<file path="config.mk">
export PLATFORM = sky130hd
export DESIGN_NAME = uart_tx_arb
export DESIGN_NICKNAME = d
export VERILOG_FILES = /design/src/rtl/uart_arb_pkg.sv /design/src/rtl/uart_rr_pick.sv /design/src/rtl/uart_tx_arb.sv
export SDC_FILE = /design/constraint.sdc
export NUM_CORES = 1
export LEC_CHECK = 0
export CAP_MARGIN = 20
export CORE_MARGIN = 1.5
export CORE_UTILIZATION = 37
export CTS_CLUSTER_DIAMETER = 100
export DETAILED_ROUTE_END_ITERATION = 10
export GPL_ROUTABILITY_DRIVEN = 0
export GPL_TIMING_DRIVEN = 0
export PLACE_DENSITY = 0.77
export SLEW_MARGIN = 40
export SYNTH_ARGS = -nofsm -noshare
export SYNTH_HDL_FRONTEND = slang
export SYNTH_HIERARCHICAL = 1
export SYNTH_SLANG_ARGS = --single-unit
export TNS_END_PERCENT = 50
</file>
<file path="constraint.sdc">
create_clock -name clk -period 2.1 [get_ports clk]
set_input_delay 0.21 -clock clk [delete_from_list [all_inputs] [get_ports clk]]
set_output_delay 0.21 -clock clk [all_outputs]
set_load 0.02 [all_outputs]
</file>
<file path="src/rtl/uart_arb_pkg.sv">
// Shared types and defaults for the UART transmit arbiter.
// Optional watchdog: define UART_ARB_TIMEOUT_EN.
package uart_arb_pkg;

  localparam int DEF_NUM_REQ        = 4;
  localparam int DEF_TIMEOUT_CYCLES = 200000;

  typedef enum logic [1:0] {
    IDLE      = 2'd0,
    START     = 2'd1,
    WAIT_DONE = 2'd2
  } arb_state_e;

endpackage

</file>
<file path="src/rtl/uart_rr_pick.sv">
// Round-robin picker: first valid bit at or after ptr_i,
// wrapping modulo N.
module uart_rr_pick #(
  parameter int N = 4
) (
  input  logic [N-1:0]         valid_i,
  input  logic [$clog2(N)-1:0] ptr_i,
  output logic [$clog2(N)-1:0] idx_o,
  output logic                 found_o
);

  localparam int W = $clog2(N);

  // Scan farthest-first so the nearest hit overwrites.
  always_comb begin
    idx_o   = '0;
    found_o = 1'b0;
    for (int k = N - 1; k >= 0; k--) begin
      if (valid_i[(int'(ptr_i) + k) % N]) begin
        idx_o   = W'((int'(ptr_i) + k) % N);
        found_o = 1'b1;
      end
    end
  end

endmodule

</file>
<file path="src/rtl/uart_tx_arb.sv">
// Round-robin arbiter sharing one UART transmitter.
// Define UART_ARB_TIMEOUT_EN to enable the WAIT_DONE watchdog.
import uart_arb_pkg::*;

module uart_tx_arb #(
  parameter int NUM_REQ        = DEF_NUM_REQ,
  parameter int TIMEOUT_CYCLES = DEF_TIMEOUT_CYCLES
) (
  input  logic                       clk,
  input  logic                       rstn,
  input  logic [NUM_REQ-1:0]         req_valid,
  input  logic [8*NUM_REQ-1:0]       req_data,
  output logic [NUM_REQ-1:0]         req_ready,
  output logic                       tx_start,
  output logic [7:0]                 tx_data_in,
  input  logic                       tx_done,
  output logic [$clog2(NUM_REQ)-1:0] grant_id,
  output logic                       busy,
  output logic                       timeout_err
);

  localparam int W = $clog2(NUM_REQ);

  arb_state_e state_q, state_d;
  logic [W-1:0] rr_ptr_q, rr_ptr_d;
  logic [W-1:0] grant_q, grant_d;
  logic [7:0]   data_q, data_d;
  logic [W-1:0] pick_idx;
  logic         pick_found;
  logic [W-1:0] ptr_nxt;

`ifdef UART_ARB_TIMEOUT_EN
  localparam int WDW = $clog2(TIMEOUT_CYCLES + 1);
  logic [WDW-1:0] wd_q, wd_d;
`endif

  uart_rr_pick #(
    .N (NUM_REQ)
  ) u_pick (
    .valid_i (req_valid),
    .ptr_i   (rr_ptr_q),
    .idx_o   (pick_idx),
    .found_o (pick_found)
  );

  assign ptr_nxt = (grant_q == W'(NUM_REQ - 1))
                 ? '0 : grant_q + W'(1);

  always_comb begin
    state_d     = state_q;
    rr_ptr_d    = rr_ptr_q;
    grant_d     = grant_q;
    data_d      = data_q;
    tx_start    = 1'b0;
    req_ready   = '0;
    timeout_err = 1'b0;
`ifdef UART_ARB_TIMEOUT_EN
    wd_d        = wd_q;
`endif
    unique case (state_q)
      IDLE: begin
        if (pick_found) begin
          state_d = START;
          grant_d = pick_idx;
          data_d  = req_data[8*int'(pick_idx) +: 8];
        end
      end
      START: begin
        tx_start           = 1'b1;
        req_ready[grant_q] = 1'b1;
        state_d            = WAIT_DONE;
`ifdef UART_ARB_TIMEOUT_EN
        wd_d               = '0;
`endif
      end
      WAIT_DONE: begin
        // tx_done outranks a watchdog expiry in the same cycle
        if (tx_done) begin
          state_d  = IDLE;
          rr_ptr_d = ptr_nxt;
        end
`ifdef UART_ARB_TIMEOUT_EN
        else if (wd_q == WDW'(TIMEOUT_CYCLES - 1)) begin
          timeout_err = 1'b1;
          state_d     = IDLE;
          rr_ptr_d    = ptr_nxt;
        end else begin
          wd_d = wd_q + WDW'(1);
        end
`endif
      end
      default: state_d = IDLE;
    endcase
  end

  always_ff @(posedge clk or negedge rstn) begin
    if (!rstn) begin
      state_q  <= IDLE;
      rr_ptr_q <= '0;
      grant_q  <= '0;
      data_q   <= 8'h00;
`ifdef UART_ARB_TIMEOUT_EN
      wd_q     <= '0;
`endif
    end else begin
      state_q  <= state_d;
      rr_ptr_q <= rr_ptr_d;
      grant_q  <= grant_d;
      data_q   <= data_d;
`ifdef UART_ARB_TIMEOUT_EN
      wd_q     <= wd_d;
`endif
    end
  end

  assign tx_data_in = data_q;
  assign grant_id   = grant_q;
  assign busy       = (state_q != IDLE);

endmodule
</file>
==> reports/metrics.yaml, run 1 <==
floorplanning:
  pin_count: 56
  die_h_microns: 53.23
  core_sq_um: 2432
  die_x_microns: 53.23
  initial_utilization: 0.3837
  rows: 18
  dieArea_sq_um: 2833
routing:
  ant_nets: 0
  wl_mm: 1.977
  first_iter_violations: 6
  wire_per_inst_microns: 12.59
  drc: 0
  viasPerCell: 5.013
  first_pass_iters: 2
  vias: 787
layout:
  area_growth_pct: 64.48
  fin_nets: 172
  diodes: 0
  layout-drive-gt1-share: 0.2283
place:
  port_buffers: 54
  hpwlAfterDp_mm: 1.628
  dp_slack_ns: -0.1899
clock_network:
  cts.sinks: 14
  numCtsBuffers: 3
  clock_tree.root_cell: "clkbuf_4"
  clockBufferDepth: 2
  clk_latency_ns: 0.27
  ctsHtreeMaxLevel: 1
  cts_tree: "yes"
  path_clk_slew_ns: 0.07
  cts_setup_buffers: 0
sta:
  slew_violations: 0
  relSlewSlack: 0.5867
  post-route-min-period_ns: 1.950
  hold_viol: 0
  setup_viol: 0
  fin_ws_ns: 0.1503
  tns_ns: 0
  rsz0062_at_grt: "no"
  worst_pin_slew_ns: 0.6180
  clock.fmax_ghz: 0.5129
  finClkSkew_ns: 0.001911
  holdWs_ns: 0.3225
  min_period_over_period: 0.9285
synth:
  synthArstFlopShare: 1.000
  ys_seq_elements: 14
  synth_top_cell_by_area: "dfrtp_1"
  syn_area_sq_um: 933.4
  syn-num-nets: 113
  synthFlopType: "dfrtp_1"
  ys_seq_area_frac: 0.3753
  synth_area_leaders: "dfrtp_1, mux4_2, mux2_4, ha_1, mux2_2"
  synth_edf_count: 0
  syn_avg_cell_area_sq_um: 13.33
  synth_most_common_cell: "dfrtp_1"
  synthTopCellsByCount: "dfrtp_1, mux2_4, mux4_2, nor2_1"
  yosysWarnings: 6
  synthCells: 70
  synth_top_cell_area_share: 0.3753
  yosysUniqueCellTypes: 23
hold_path:
  hold_path.class: "in -> async"
grt:
  grt_use_total: 0.1588
  first_global_vias: 777
  antenna_found_initial: 0
  grt_pass1_wl_mm: 3.174
  overflow: 0
  grt_max_degree: 15
power:
  p_switching_uw: 692.2
  clockPowerShare: 0.074
  intPower_mw: 1.216
  peakVddDrop_mv: 0.6645
  p_sw_frac: 0.3628
  combPwrFrac: 0.650
  seqPwrFrac: 0.276
  powerDensity_nw_per_um2: 1243
  design_power_total_mw: 1.908
  p_leak_nw: 0.6378
run_status:
  status: "finished clean"
critical_path:
  reg2reg_setup_slack_ns: 0.16
  crit_start: "state_q[0]"
  required_ns: 1.89
  endpoint: "req_ready[0]"
  critPathArrivalTime_ns: 1.74
  cp_max_fo: 6
  cp-start-kind: "flip-flop"
  r2r-end: "tx_data_in[1]"
  end_kind: "output pin"
  reg2reg_from: "rr_ptr_q[1]"
  critPathKind: "reg -> out"
  worst_r2r_path_depth: 5
job:
  maxCapViolations: 0
flip-flops by register name, indices dropped and copies added (netlist names):
name and count:
rr_ptr_q 2, grant_id 2, state_q 2, tx_data_in 8
worst min path at each step:
stage	from	endpoint	slack, ns	cells after the start
after detailed placement	tx_data_in[3]	tx_data_in[3]	0.49	1
after CTS	rstn	tx_data_in[7]	0.34	1
final	rstn	tx_data_in[7]	0.32	1
after global routing	rstn	tx_data_in[7]	0.39	1
after global placement	tx_data_in[1]	tx_data_in[1]	0.50	1
after floorplan	rstn	grant_id[0]	-0.09	0
per-stage QoR:
| step | area (sq um) | std cells | util |
|---|---|---|---|
| 3_5_place_dp | 1511 | 154 | 0.6214 |
| 2_1_floorplan | 933.4 | 70 | - |
| 6_report | 1535 | 157 | 0.6312 |
| 3_3_place_gp | 1511 | 154 | 0.6214 |
| 5_1_grt | 1535 | 157 | 0.6312 |
| 4_1_cts | 1534 | 157 | 0.6307 |
layer usage:
layer / GRT usage / vias up / part of all wire
met4: 0.08974 / 0 / 0.022
met1: 0.1790 / 371 / 0.38
li1: - / 370 / -
met3: 0.03390 / 4 / 0.099
met2: 0.2737 / 42 / 0.49
met5: 0 / - / 0
cells in the final DEF, fill, tap and decap left out, types with 2 or more instances in the layout:
| cell | instances |
|---|---|
| clkdlybuf4s50_1 | 54 |
| dfrtp_1 | 14 |
| mux4_2 | 8 |
| mux2_4 | 8 |
| nor2_1 | 5 |
| and2_1 | 4 |
| ha_1 | 4 |
| nor3b_1 | 3 |
| mux2_2 | 3 |
| nand2_1 | 3 |
| clkbuf_4 | 3 |
| inv_1 | 2 |
| or2_2 | 2 |
| buf_4 | 2 |
| nand2b_1 | 2 |
critical path: stages, from the launching register on:
cell and delay (ns):
dfrtp_1 0.39, nor2b_1 0.30, and2_1 0.18, clkdlybuf4s50_1 0.60
area by class of cell:
class / instances / area [sq um]
tap: 30 / 37.54
timing repair buffer: 54 / 540.5
inverter: 2 / 7.507
fill: 206 / 897.1
buffer: 4 / 31.28
clock buffer: 3 / 22.52
multi-input combinational: 50 / 545.5
sequential: 14 / 350.3
kinds of logic (layout without fill, tap and decap cells):
logic type / count (synthesis) / after routing / share of synthesized area
simple gates: 21 / 21 / 0.1247
flops: 14 / 14 / 0.3753
buf+inv: 6 / 63 / 0.04021
other cells: 1 / 1 / 0.004018
compound gates: 4 / 4 / 0.03351
fa+ha+maj: 4 / 4 / 0.05362
mux: 20 / 20 / 0.3686
what timing repair did:
action                     CTS  global route
resized for setup            0             2
setup endpoints to repair    0             8
hold buffers                 0             0
power groups by stage:
stage          registers [mW]  clock network, mW  logic (mW)
6_report                0.527              0.141        1.24
5_1_grt                 0.543              0.157        1.34
4_1_cts                 0.528              0.149        1.26
3_5_place_dp            0.531                  0        1.26
3_3_place_gp            0.524                  0        1.24
2_1_floorplan           0.634                  0       0.693
(Power assumes the default switching activity.)
==> run 2, diff against run 1 <==
--- a/config.mk
+++ b/config.mk
@@ -5,15 +5,16 @@
 export SDC_FILE = /design/constraint.sdc
 export NUM_CORES = 1
 export LEC_CHECK = 0
+export ABC_AREA = 1
 export CAP_MARGIN = 20
+export CORE_ASPECT_RATIO = 0.5
 export CORE_MARGIN = 1.5
-export CORE_UTILIZATION = 37
+export CORE_UTILIZATION = 42
 export CTS_CLUSTER_DIAMETER = 100
 export DETAILED_ROUTE_END_ITERATION = 10
 export GPL_ROUTABILITY_DRIVEN = 0
 export GPL_TIMING_DRIVEN = 0
-export PLACE_DENSITY = 0.77
-export SLEW_MARGIN = 40
+export PLACE_DENSITY = 0.78
 export SYNTH_ARGS = -nofsm -noshare
 export SYNTH_HDL_FRONTEND = slang
 export SYNTH_HIERARCHICAL = 1
==> reports/metrics.yaml, run 2 <==
run_status:
  status: "finished clean"
floorplanning:
  die_x_microns: 80.11
  dieArea_sq_um: 3329
  rows: 13
  initial_utilization: 0.4625
  core_sq_um: 2700
  die_h_microns: 41.56
  pin_count: 56
grt:
  grt_use_total: 0.1893
  grt_pass1_wl_mm: 4.926
  overflow: 0
  grt_max_degree: 15
  antenna_found_initial: 0
  first_global_vias: 1198
synth:
  syn_avg_cell_area_sq_um: 6.307
  synthFlopType: "dfrtp_1"
  synthTopCellsByCount: "nand2_1, inv_1, nand3_1, dfrtp_1, nand2_2"
  yosysUniqueCellTypes: 24
  ys_seq_area_frac: 0.2806
  syn_area_sq_um: 1249
  synth_top_cell_area_share: 0.2806
  synth_most_common_cell: "nand2_1"
  synth_top_cell_by_area: "dfrtp_1"
  synthCells: 198
  synth_edf_count: 0
  synth_area_leaders: "dfrtp_1, nand2_1, nand3_1, inv_1, nand2_2"
  syn-num-nets: 241
  synthArstFlopShare: 1.000
  yosysWarnings: 6
  ys_seq_elements: 14
power:
  combPwrFrac: 0.745
  design_power_total_mw: 3.012
  clockPowerShare: 0.088
  p_leak_nw: 1.017
  peakVddDrop_mv: 0.8991
  seqPwrFrac: 0.167
  powerDensity_nw_per_um2: 1593
  intPower_mw: 1.515
  p_switching_mw: 1.497
  p_sw_frac: 0.4969
critical_path:
  end_kind: "output pin"
  critPathKind: "reg -> out"
  critPathArrivalTime_ns: 1.70
  cp_max_fo: 5
  cp-start-kind: "flip-flop"
  required_ns: 1.89
sta:
  finClkSkew_ns: 0.0008921
  tns_ns: 0
  setup_viol: 0
  relSlewSlack: 0.5659
  worst_pin_slew_ns: 0.6492
  hold_viol: 0
  rsz0062_at_grt: "no"
  slew_violations: 0
  min_period_over_period: 0.9092
  holdWs_ns: 0.3584
  post-route-min-period_ns: 1.909
  clock.fmax_ghz: 0.5237
  fin_ws_ns: 0.1907
clock_network:
  numCtsBuffers: 3
  cts.sinks: 14
  path_clk_slew_ns: 0.06
  clk_latency_ns: 0.25
  ctsHtreeMaxLevel: 1
  cts_tree: "yes"
  clock_tree.root_cell: "clkbuf_8"
  cts_setup_buffers: 0
  clockBufferDepth: 2
  cts_resized: 0
  hold_buffers: 0
routing:
  ant_nets: 0
  first_pass_iters: 4
  wl_mm: 2.936
  first_iter_violations: 44
  wire_per_inst_microns: 10.02
  viasPerCell: 4.529
  drc: 0
  vias: 1327
job:
  maxCapViolations: 0
layout:
  final-seq-area_sq_um: 350.3
  area_growth_pct: 51.40
  stdcell_count: 293
  fin_nets: 300
  largest_reg_flops: 8
  diodes: 0
  mostFrequentLayoutCells: "nand2_1, clkdlybuf4s50_1, inv_1, nand3_1, dfrtp_1"
  layout-drive-gt1-share: 0.1367
  final_common_cell: "nand2_1"
  n_fill_cell: 249
  multiInputGateArea_sq_um: 671.9
place:
  dp_slack_ns: 0.1239
  dpl.cell_count: 289
  port_buffers: 54
  hpwlAfterDp_mm: 2.445
hold_path:
  hold_path.class: "in -> async"
## run 2: cell type report
class                           instances  share of cell area
Sequential cell                        14              0.1853
Tap cell                               37             0.02449
Inverter                               38             0.08074
Multi-Input combinational cell        139              0.3554
Clock buffer                            4             0.02912
Timing Repair Buffer                   54              0.2859
Buffer                                  7             0.03905
## run 2: cells by family after synthesis
family | count (synthesis) | share of synthesized area
AO/OA/AOI/OAI | 7 | 0.03106
adder cells (fa/ha/maj) | 4 | 0.04008
buffers and inverters | 45 | 0.1814
flip-flops | 14 | 0.2806
other | 1 | 0.003003
AND/OR/NAND/NOR | 127 | 0.4639
## run 2: worst paths after layout
path,startpoint,to,slack (ns),cells past startpoint
worst max-delay path,grant_id[0],req_ready[2],0.19,5
worst min-delay path,rstn,state_q[1],0.36,1
worst max register to register,rr_ptr_q[0],tx_data_in[5],0.27,17
worst min register to register,tx_data_in[7],tx_data_in[7],0.48,2
max in group asynchronous,rstn,tx_data_in[7],1.32,1
min in group clk,tx_data_in[7],tx_data_in[7],0.48,2
## run 2: power groups by stage
stage	clock, mW	combinational [mW]	sequential (mW)
after global placement	0	2.19	0.502
after CTS	0.271	2.26	0.502
after detailed placement	0	2.26	0.505
final	0.266	2.24	0.503
after global routing	0.281	2.49	0.517
after floorplan	0	1.50	0.608
## run 2: per-layer routing
metal | GRT usage | vias up | part of all wire
li1 | - | 703 | -
met5 | 0 | - | 0
met2 | 0.3445 | 26 | 0.50
met4 | 0.04483 | 0 | 0.0072
met3 | 0.03956 | 2 | 0.035
met1 | 0.2287 | 596 | 0.46
## run 2: worst max-delay path: stages, from the launching register on
cell and delay [ns]:
dfrtp_1 0.43, inv_1 0.13, ha_1 0.15, inv_1 0.04, nor2_1 0.09, clkdlybuf4s50_1 0.61
## run 2: metrics by stage
step	instance area, sq um	util
floorplan	1249	-
global placement	1836	0.6798
detailed placement	1836	0.6798
CTS	1891	0.7002
global route	1891	0.7002
finish	1891	0.7002
==> run 3, diff against run 2 <==
--- a/config.mk
+++ b/config.mk
@@ -9,12 +9,13 @@
 export CAP_MARGIN = 20
 export CORE_ASPECT_RATIO = 0.5
 export CORE_MARGIN = 1.5
-export CORE_UTILIZATION = 42
+export CORE_UTILIZATION = 41
 export CTS_CLUSTER_DIAMETER = 100
 export DETAILED_ROUTE_END_ITERATION = 10
 export GPL_ROUTABILITY_DRIVEN = 0
 export GPL_TIMING_DRIVEN = 0
-export PLACE_DENSITY = 0.78
+export MAX_ROUTING_LAYER = met4
+export PLACE_DENSITY = 0.76
 export SYNTH_ARGS = -nofsm -noshare
 export SYNTH_HDL_FRONTEND = slang
 export SYNTH_HIERARCHICAL = 1
==> reports/metrics.yaml, run 3 (synthesized netlist as in run 2, its figures left out) <==
run_status:
  status: "finished clean"
critical_path:
  required_ns: 1.89
  end_kind: "output pin"
  cp-start-kind: "flip-flop"
  critPathKind: "reg -> out"
  cp_max_fo: 5
  critPathArrivalTime_ns: 1.69
floorplanning:
  initial_utilization: 0.4570
  pin_count: 56
  die_h_microns: 42.03
  core_sq_um: 2733
  dieArea_sq_um: 3406
  die_x_microns: 81.05
  rows: 13
layout:
  layout-drive-gt1-share: 0.1367
  mostFrequentLayoutCells: "nand2_1, clkdlybuf4s50_1, inv_1, nand3_1, dfrtp_1"
  fin_nets: 300
  largest_reg_flops: 8
  area_growth_pct: 51.40
  stdcell_count: 293
  final_common_cell: "nand2_1"
  diodes: 0
sta:
  clock.fmax_ghz: 0.5276
  setup_viol: 0
  finClkSkew_ns: 0.001835
  relSlewSlack: 0.5876
  tns_ns: 0
  post-route-min-period_ns: 1.895
  min_period_over_period: 0.9025
  rsz0062_at_grt: "no"
  fin_ws_ns: 0.2047
  slew_violations: 0
  hold_viol: 0
  worst_pin_slew_ns: 0.6166
place:
  dpl.cell_count: 289
  hpwlAfterDp_mm: 2.500
  port_buffers: 54
  dp_slack_ns: 0.1265
clock_network:
  cts.sinks: 14
  clockBufferDepth: 2
  hold_buffers: 0
  ctsHtreeMaxLevel: 1
  cts_resized: 0
  clk_latency_ns: 0.25
  path_clk_slew_ns: 0.06
  cts_tree: "yes"
  clock_tree.root_cell: "clkbuf_8"
  cts_setup_buffers: 0
  numCtsBuffers: 3
routing:
  drc: 0
  wl_mm: 2.986
  ant_nets: 0
  viasPerCell: 4.468
  first_iter_violations: 44
  vias: 1309
  wire_per_inst_microns: 10.19
  first_pass_iters: 4
power:
  p_switching_mw: 1.485
  p_sw_frac: 0.4950
  p_leak_nw: 1.017
  seqPwrFrac: 0.168
  intPower_mw: 1.515
  peakVddDrop_mv: 1.357
  combPwrFrac: 0.744
  powerDensity_nw_per_um2: 1587
  clockPowerShare: 0.088
grt:
  first_global_vias: 1221
  grt_max_degree: 15
  overflow: 0
  antenna_found_initial: 0
  grt_use_total: 0.1966
  grt_pass1_wl_mm: 5.216
hold_path:
  hold_path.class: "in -> async"
job:
  maxCapViolations: 0
[run 3: cell counts in the layout (fill, tap and decap cells not counted)]
Identical to the previous run, type by type.
[run 3: area by class of cell]
class,instances,area (sq um)
inverters,38,152.6
repair buffers,54,540.5
clock buffers,4,55.05
well taps,37,46.29
plain buffers,7,73.82
multi-input cells,139,671.9
flip-flops and latches,14,350.3
fillers,260,842.1
[run 3: metal layers]
| layer | share of wire | vias up | global-route usage |
|---|---|---|---|
| met4 | 0.0030 | 0 | 0.03103 |
| met3 | 0.046 | 2 | 0.03261 |
| met2 | 0.49 | 35 | 0.3333 |
| met1 | 0.46 | 569 | 0.2517 |
| met5 | 0 | - | - |
| li1 | - | 703 | - |
[run 3: path summary, 6_finish.rpt]
path / end / depth (start not counted) / slack (ns) / startpoint
setup reg to reg: tx_data_in[4] / 17 / 0.27 / rr_ptr_q[0]
hold / removal: state_q[1] / 1 / 0.35 / rstn
hold reg to reg: tx_data_in[7] / 2 / 0.48 / tx_data_in[7]
setup / recovery: req_ready[0] / 5 / 0.20 / grant_id[0]
min in group clk: tx_data_in[7] / 2 / 0.48 / tx_data_in[7]
max in group asynchronous: grant_id[0] / 1 / 1.35 / rstn
[run 3: metrics by stage]
step	hold WS (ns)	power [mW]	instance area, sq um	utilization
finish	0.3495	3.001	1891	0.6919
global route	0.4146	3.291	1891	0.6919
CTS	0.3849	3.028	1891	0.6919
detailed placement	0.4636	2.752	1836	0.6717
global placement	0.4645	2.691	1836	0.6717
floorplan	-0.08559	2.108	1249	-
[run 3: power by group through the flow]
stage | registers (mW) | clock network, mW | logic (mW)
finish | 0.504 | 0.264 | 2.23
floorplan | 0.608 | 0 | 1.50
CTS | 0.504 | 0.268 | 2.26
detailed placement | 0.506 | 0 | 2.25
global placement | 0.504 | 0 | 2.19
global route | 0.521 | 0.283 | 2.49
[run 3: worst max-delay path: stages (launching register included)]
cell and delay [ns]:
dfrtp_1 0.43, inv_1 0.12, ha_1 0.15, inv_1 0.03
nor2_1 0.09, clkdlybuf4s50_1 0.61
